## config.mk

```make
export PLATFORM = sky130hd
export DESIGN_NAME = mem_stream_reader
export DESIGN_NICKNAME = d
export VERILOG_FILES = /design/src/rtl/nn_accel_pkg.sv /design/src/rtl/skid_fifo2.sv /design/src/rtl/mem_stream_reader.sv
export SDC_FILE = /design/constraint.sdc
export NUM_CORES = 1
export LEC_CHECK = 0
export ABC_AREA = 1
export BUFFER_PORTS_ARGS = -buffer_cell sky130_fd_sc_hd__buf_2
export CAP_MARGIN = 20
export CELL_PAD_IN_SITES_DETAIL_PLACEMENT = 1
export CELL_PAD_IN_SITES_GLOBAL_PLACEMENT = 2
export CORE_ASPECT_RATIO = 0.7
export CORE_MARGIN = 5
export CORE_UTILIZATION = 33
export DETAILED_ROUTE_END_ITERATION = 10
export GPL_TIMING_DRIVEN = 0
export HOLD_SLACK_MARGIN = 0.02
export PLACE_DENSITY = 0.9
export SLEW_MARGIN = 20
export SYNTH_ARGS = -nofsm -noshare
export SYNTH_HDL_FRONTEND = slang
export SYNTH_SLANG_ARGS = --single-unit
```

## constraint.sdc

```tcl
create_clock -name clk -period 4.58 [get_ports clk]
set_clock_uncertainty 0.05 [all_clocks]
set_input_delay 0.916 -clock clk [delete_from_list [all_inputs] [get_ports clk]]
set_output_delay 0.916 -clock clk [all_outputs]
set_load 0.01 [all_outputs]
```

## src/rtl/nn_accel_pkg.sv

```systemverilog
// Shared types for the accelerator datapath blocks.
// Holds the read-sequencer state encoding used by mem_stream_reader.
package nn_accel_pkg;

  typedef enum logic [1:0] {
    IDLE  = 2'd0,
    ISSUE = 2'd1,
    DRAIN = 2'd2
  } reader_state_t;

endpackage

```

## src/rtl/skid_fifo2.sv

```systemverilog
// Two-entry FIFO that absorbs the one-cycle issue-to-output latency of the reader.
// Head is a plain register read; push while full is accepted only alongside a pop.
module skid_fifo2 #(
  parameter int WIDTH = 17
) (
  input  logic             clk,
  input  logic             reset,
  input  logic             push,
  input  logic [WIDTH-1:0] push_data,
  input  logic             pop,
  output logic [1:0]       count,
  output logic [WIDTH-1:0] head
);

  logic [WIDTH-1:0] entry [2];
  logic             wr_ptr;
  logic             rd_ptr;
  logic             do_push;
  logic             do_pop;

  assign do_pop  = pop && (count != 2'd0);
  assign do_push = push && ((count != 2'd2) || do_pop);

  always_ff @(posedge clk or posedge reset) begin
    if (reset) begin
      entry[0] <= '0;
      entry[1] <= '0;
      wr_ptr   <= 1'b0;
      rd_ptr   <= 1'b0;
      count    <= 2'd0;
    end else begin
      if (do_push) begin
        entry[wr_ptr] <= push_data;
        wr_ptr        <= ~wr_ptr;
      end
      if (do_pop) begin
        rd_ptr <= ~rd_ptr;
      end
      unique case ({do_push, do_pop})
        2'b10:   count <= count + 2'd1;
        2'b01:   count <= count - 2'd1;
        default: count <= count;
      endcase
    end
  end

  assign head = entry[rd_ptr];

endmodule

```

## src/rtl/mem_stream_reader.sv

```systemverilog
// Walks a contiguous address range of an async-read memory and streams the words
// out over valid/ready, one word per cycle when the consumer never stalls.
module mem_stream_reader
  import nn_accel_pkg::*;
#(
  parameter int DEPTH    = 8,
  parameter int BIT_SIZE = 16
) (
  input  logic                clk,
  input  logic                reset,
  input  logic                start,
  input  logic [DEPTH-1:0]    base_addr,
  input  logic [DEPTH:0]      length,
  output logic                busy,
  output logic                done,
  output logic [DEPTH-1:0]    read_addr,
  input  logic [BIT_SIZE-1:0] read_data,
  output logic [BIT_SIZE-1:0] out_data,
  output logic                out_valid,
  input  logic                out_ready,
  output logic                out_last
);

  localparam logic [DEPTH-1:0] ADDR_ONE   = DEPTH'(1);
  localparam logic [DEPTH:0]   REMAIN_ONE = (DEPTH + 1)'(1);

  reader_state_t     state;
  reader_state_t     state_next;
  logic [DEPTH:0]    remaining;
  logic              load;
  logic              done_next;
  logic              issue;
  logic              pop;
  logic              is_last;
  logic [1:0]        fifo_count;
  logic [BIT_SIZE:0] fifo_head;

  assign pop     = out_valid && out_ready;
  assign is_last = (remaining == REMAIN_ONE);
  // A full buffer can still take a word when the head leaves in the same cycle.
  assign issue   = (state == ISSUE) && ((fifo_count != 2'd2) || pop);

  always_comb begin
    state_next = state;
    load       = 1'b0;
    done_next  = 1'b0;
    unique case (state)
      IDLE: begin
        if (start) begin
          if (length != '0) begin
            state_next = ISSUE;
            load       = 1'b1;
          end else begin
            done_next = 1'b1;
          end
        end
      end
      ISSUE: begin
        if (issue && is_last) begin
          state_next = DRAIN;
        end
      end
      DRAIN: begin
        if (fifo_count == 2'd0) begin
          state_next = IDLE;
          done_next  = 1'b1;
        end
      end
      default: state_next = IDLE;
    endcase
  end

  always_ff @(posedge clk or posedge reset) begin
    if (reset) begin
      state     <= IDLE;
      done      <= 1'b0;
      read_addr <= '0;
      remaining <= '0;
    end else begin
      state <= state_next;
      done  <= done_next;
      if (load) begin
        read_addr <= base_addr;
        remaining <= length;
      end else if (issue) begin
        read_addr <= read_addr + ADDR_ONE;
        remaining <= remaining - REMAIN_ONE;
      end
    end
  end

  skid_fifo2 #(
    .WIDTH (BIT_SIZE + 1)
  ) u_fifo (
    .clk       (clk),
    .reset     (reset),
    .push      (issue),
    .push_data ({is_last, read_data}),
    .pop       (pop),
    .count     (fifo_count),
    .head      (fifo_head)
  );

  assign busy      = (state != IDLE);
  assign out_valid = (fifo_count != 2'd0);
  assign out_data  = fifo_head[BIT_SIZE-1:0];
  // Stale last flags left in an empty buffer must not leak out.
  assign out_last  = out_valid && fifo_head[BIT_SIZE];

endmodule

```

==> reports/summary.log <==
INFO  setup_path     setup_crit_start=u_fifo.rd_ptr$_DFFE_PP0P_
INFO  global_routing grt_first_pass_wirelength=15100um
INFO  place          place_hpwl=6520um
INFO  sta            worst_pin_slew=603ps
INFO  route          totalWireLength=8840um
INFO  hold_path      worst_hold_path_type=in2async
INFO  synthesis      synth_compound_area_share=9.65%
INFO  synthesis      postSynthRegisterBits=58
INFO  synthesis      synth_top_cell_area_share=46.6%
INFO  synthesis      synth_top_family_by_area=simple AND/OR/NAND/NOR gates
INFO  synthesis      synthDominantAreaCellType=sky130_fd_sc_hd__dfrtp_1
INFO  synthesis      yosys_warnings=0
INFO  synthesis      post_synthesis_mean_instance_area=7.72squm
INFO  route          drtAntennaViolNets=0
INFO  route          firstDrtPassIters=4
INFO  sta            setup_violations=0
INFO  place          place.gp.congestion=0.809
INFO  pwr            vdd.ir_drop.worst=248uV
INFO  synthesis      synth_edf_count=0
INFO  finish         final_common_cell=sky130_fd_sc_hd__nand2_1
INFO  global_routing globalRouteTotalUtil=16.2%
INFO  sta            max_freq=0.361GHz
INFO  setup_path     reg2reg_slack=2350ps
INFO  setup_path     worst-r2r-cell-count=8
INFO  clocking       total_cts_buffers=9
INFO  clocking       cts_num_sinks=58
INFO  die            num_rows=29
INFO  route          route.detailed.drc=0
INFO  clocking       worst_skew_pair.late_latency=330ps
INFO  synthesis      multiplexer_area_fraction_after_synthesis=0%
INFO  setup_path     timing.rr.start=u_fifo.count[0]$_DFFE_PP0P_
INFO  die            die_y=91.2um
INFO  clocking       max-clock-path-buffers=2
INFO  synthesis      synth_seq_area_share=46.6%
INFO  global_routing grt_pass1_vias=3083
INFO  synthesis      synth_cell_type_count=28
INFO  sta            timing_max_transition_violations_final=0
INFO  sta            grt_setup_unrepaired=no
INFO  die            initial_utilization=34.0%
INFO  synthesis      synthesis.nets=444
INFO  synthesis      ys_dominant_reg_cell=sky130_fd_sc_hd__dfrtp_1
INFO  synthesis      synth_top_cells_by_area=sky130_fd_sc_hd__dfrtp_1 (47%), sky130_fd_sc_hd__nand2_1 (16%), sky130_fd_sc_hd__nand3_1 (9.0%)
INFO  status         outcome=finished clean
INFO  finish         antenna-diode-count=0
INFO  setup_path     critical_path_arrival=1810ps
INFO  route          routed-via-count=2873
INFO  finish         post-route-cell-area=0.00390sqmm
INFO  synthesis      async_flop_share=100%
INFO  pwr            post_layout_power=2.92mW
INFO  finish         finalNetCount=520
INFO  finish         layout-drive-gt1-share=24.7%
INFO  synthesis      mappedNetlistArea=0.00311sqmm
INFO  global_routing number_of_antenna_violations_at_the_first_check_in_global_routing=0
INFO  setup_path     setup.worst_path.class=reg2out
INFO  die            dieArea=0.0115sqmm
INFO  place          place_area=0.00362sqmm
INFO  clocking       htree_num_levels=3
INFO  sta            layout_worst_path_cycle_share=60.5%
INFO  setup_path     worst_ep_required_time=3610ps
INFO  setup_path     worst_setup_path_end_kind=output port
INFO  job            maxCapViolations=0
INFO  route          post_drt_via_cell_ratio=4.74
INFO  finish         layout_common_cells=sky130_fd_sc_hd__nand2_1 (133), sky130_fd_sc_hd__buf_2 (69), sky130_fd_sc_hd__dfrtp_1 (58), sky130_fd_sc_hd__nand3_1 (56), sky130_fd_sc_hd__inv_1 (46)
INFO  clocking       root_buffer_master=sky130_fd_sc_hd__clkbuf_16
INFO  finish         utilization=42.6%
INFO  die            design.portCount=65
INFO  clocking       cts_hold_fix_bufs=0
INFO  sta            finalSetupTns=0ps
INFO  pwr            power_density=750mW/mm^2
INFO  place          port-buffer-count=64
INFO  setup_path     cp_max_fo=10
INFO  die            die_w=126um
INFO  die            design.core.area=0.00914sqmm
INFO  route          dr.first_iter.drc_count=122
INFO  finish         layout-area-overhead-vs-synth=25.2%
INFO  setup_path     category_of_the_worst_setup_path_launch_point=flop
INFO  synthesis      synth-adder-area-share=1.61%
INFO  sta            slew-limit-headroom=59.8%
INFO  sta            timing_hold_violations_final=0
INFO  global_routing pin_count_of_the_biggest_net_entering_global_routing=53
INFO  synthesis      yosys.area_share.xor_xnor=1.13%
INFO  global_routing global_route.overflow_total=0
INFO  synthesis      synth-simple-area-share=31.6%
INFO  clocking       tritoncts=done
INFO  pwr            total_leakage_power=2.09nW
INFO  route          routed_wire_length_per_instance=14.6um
INFO  clocking       clkSlewWorstSetupHoldPaths=50ps
INFO  setup_path     critical_path.endpoint=out_data[14]
INFO  clocking       post-cts-setup-buffer-count=0
INFO  clocking       postCtsResizedCells=0
INFO  setup_path     reg_to_reg_critical_path_endpoint=u_fifo.count[1]$_DFFE_PP0P_
INFO  sta            finalCriticalPeriod=2770ps
INFO  synthesis      syn_inst=403
## synth_stat cells, types with 2 or more instances
master / number
sky130_fd_sc_hd__nand2_1: 133
sky130_fd_sc_hd__dfrtp_1: 58
sky130_fd_sc_hd__nand3_1: 56
sky130_fd_sc_hd__inv_1: 47
sky130_fd_sc_hd__o21ai_0: 26
sky130_fd_sc_hd__nor2_1: 19
sky130_fd_sc_hd__o21ai_2: 17
sky130_fd_sc_hd__nand4_1: 6
sky130_fd_sc_hd__buf_2: 5
sky130_fd_sc_hd__buf_6: 4
sky130_fd_sc_hd__clkbuf_1: 4
sky130_fd_sc_hd__ha_1: 4
sky130_fd_sc_hd__inv_2: 3
sky130_fd_sc_hd__xnor2_1: 3
sky130_fd_sc_hd__a21oi_1: 2
sky130_fd_sc_hd__clkinv_1: 2
sky130_fd_sc_hd__nand2_2: 2
sky130_fd_sc_hd__or2_2: 2
## layout make-up
cell class | instances | area, sq um
Buffer | 15 | 97.6
Clock buffer | 12 | 267
Clock inverter | 2 | 12.5
Fill cell | 1182 | 5250
Inverter | 52 | 198
Multi-Input combinational cell | 278 | 1370
Sequential cell | 58 | 1450
Tap cell | 124 | 155
Timing Repair Buffer | 65 | 348
## cells by family after synthesis
logic type / after synthesis
xor gates and xnor gates: 4
DFF: 58
buffers and inverters: 67
adders and majority gates: 4
and+or+nand+nor: 224
AOI/OAI and AO/OA: 46
## critical path, stage by stage, from the launching register on
cell                       delay [ps]
sky130_fd_sc_hd__dfrtp_1          310
sky130_fd_sc_hd__buf_2            220
sky130_fd_sc_hd__clkinv_1         280
sky130_fd_sc_hd__clkbuf_1         330
sky130_fd_sc_hd__nand2_1          120
sky130_fd_sc_hd__nand2_1           70
sky130_fd_sc_hd__buf_2            140
## report_power, final
group | leakage, nW | switching [mW] | internal [mW]
Combinational | 1.24 | 0.830 | 0.512
Sequential | 0.707 | 0.188 | 0.759
Clock | 0.137 | 0.229 | 0.403
Total | 2.09 | 1.25 | 1.67
## metal layers
layer / track usage [%] / share of wire (%) / vias to the layer above
li1: - / - / 1431
met1: 22.8 / 50 / 1390
met2: 25.4 / 45 / 44
met3: 4.40 / 3.5 / 8
met4: 3.13 / 0.79 / 0
met5: 0 / 0 / -
## per-stage QoR
stage / hold slack [ps] / setup slack (ps) / std cells
2_1_floorplan: 403 / 2190 / 403
3_3_place_gp: 415 / 1320 / 591
3_5_place_dp: 418 / 1700 / 592
4_1_cts: 422 / 1770 / 606
5_1_grt: 421 / 1610 / 606
6_report: 426 / 1810 / 606
## flip-flops by register name (all words and copies together) (netlist names)
signal and cells:
remaining 9, state 2, u_fifo.rd_ptr 1, u_fifo.entry 34, u_fifo.count 2, read_addr 8, done 1, u_fifo.wr_ptr 1
## worst min path at each step
stage	to	slack, ps	cells after the start
final	remaining[5]$_DFFE_PP0P_	430	2
after global routing	remaining[5]$_DFFE_PP0P_	420	2
after CTS	remaining[5]$_DFFE_PP0P_	420	2
after detailed placement	u_fifo.entry[33]$_DFFE_PP0P_	420	2
after global placement	u_fifo.entry[32]$_DFFE_PP0P_	420	2
after floorplan	u_fifo.entry[0]$_DFFE_PP0P_	400	2
Power figures use the tool's default switching activity.
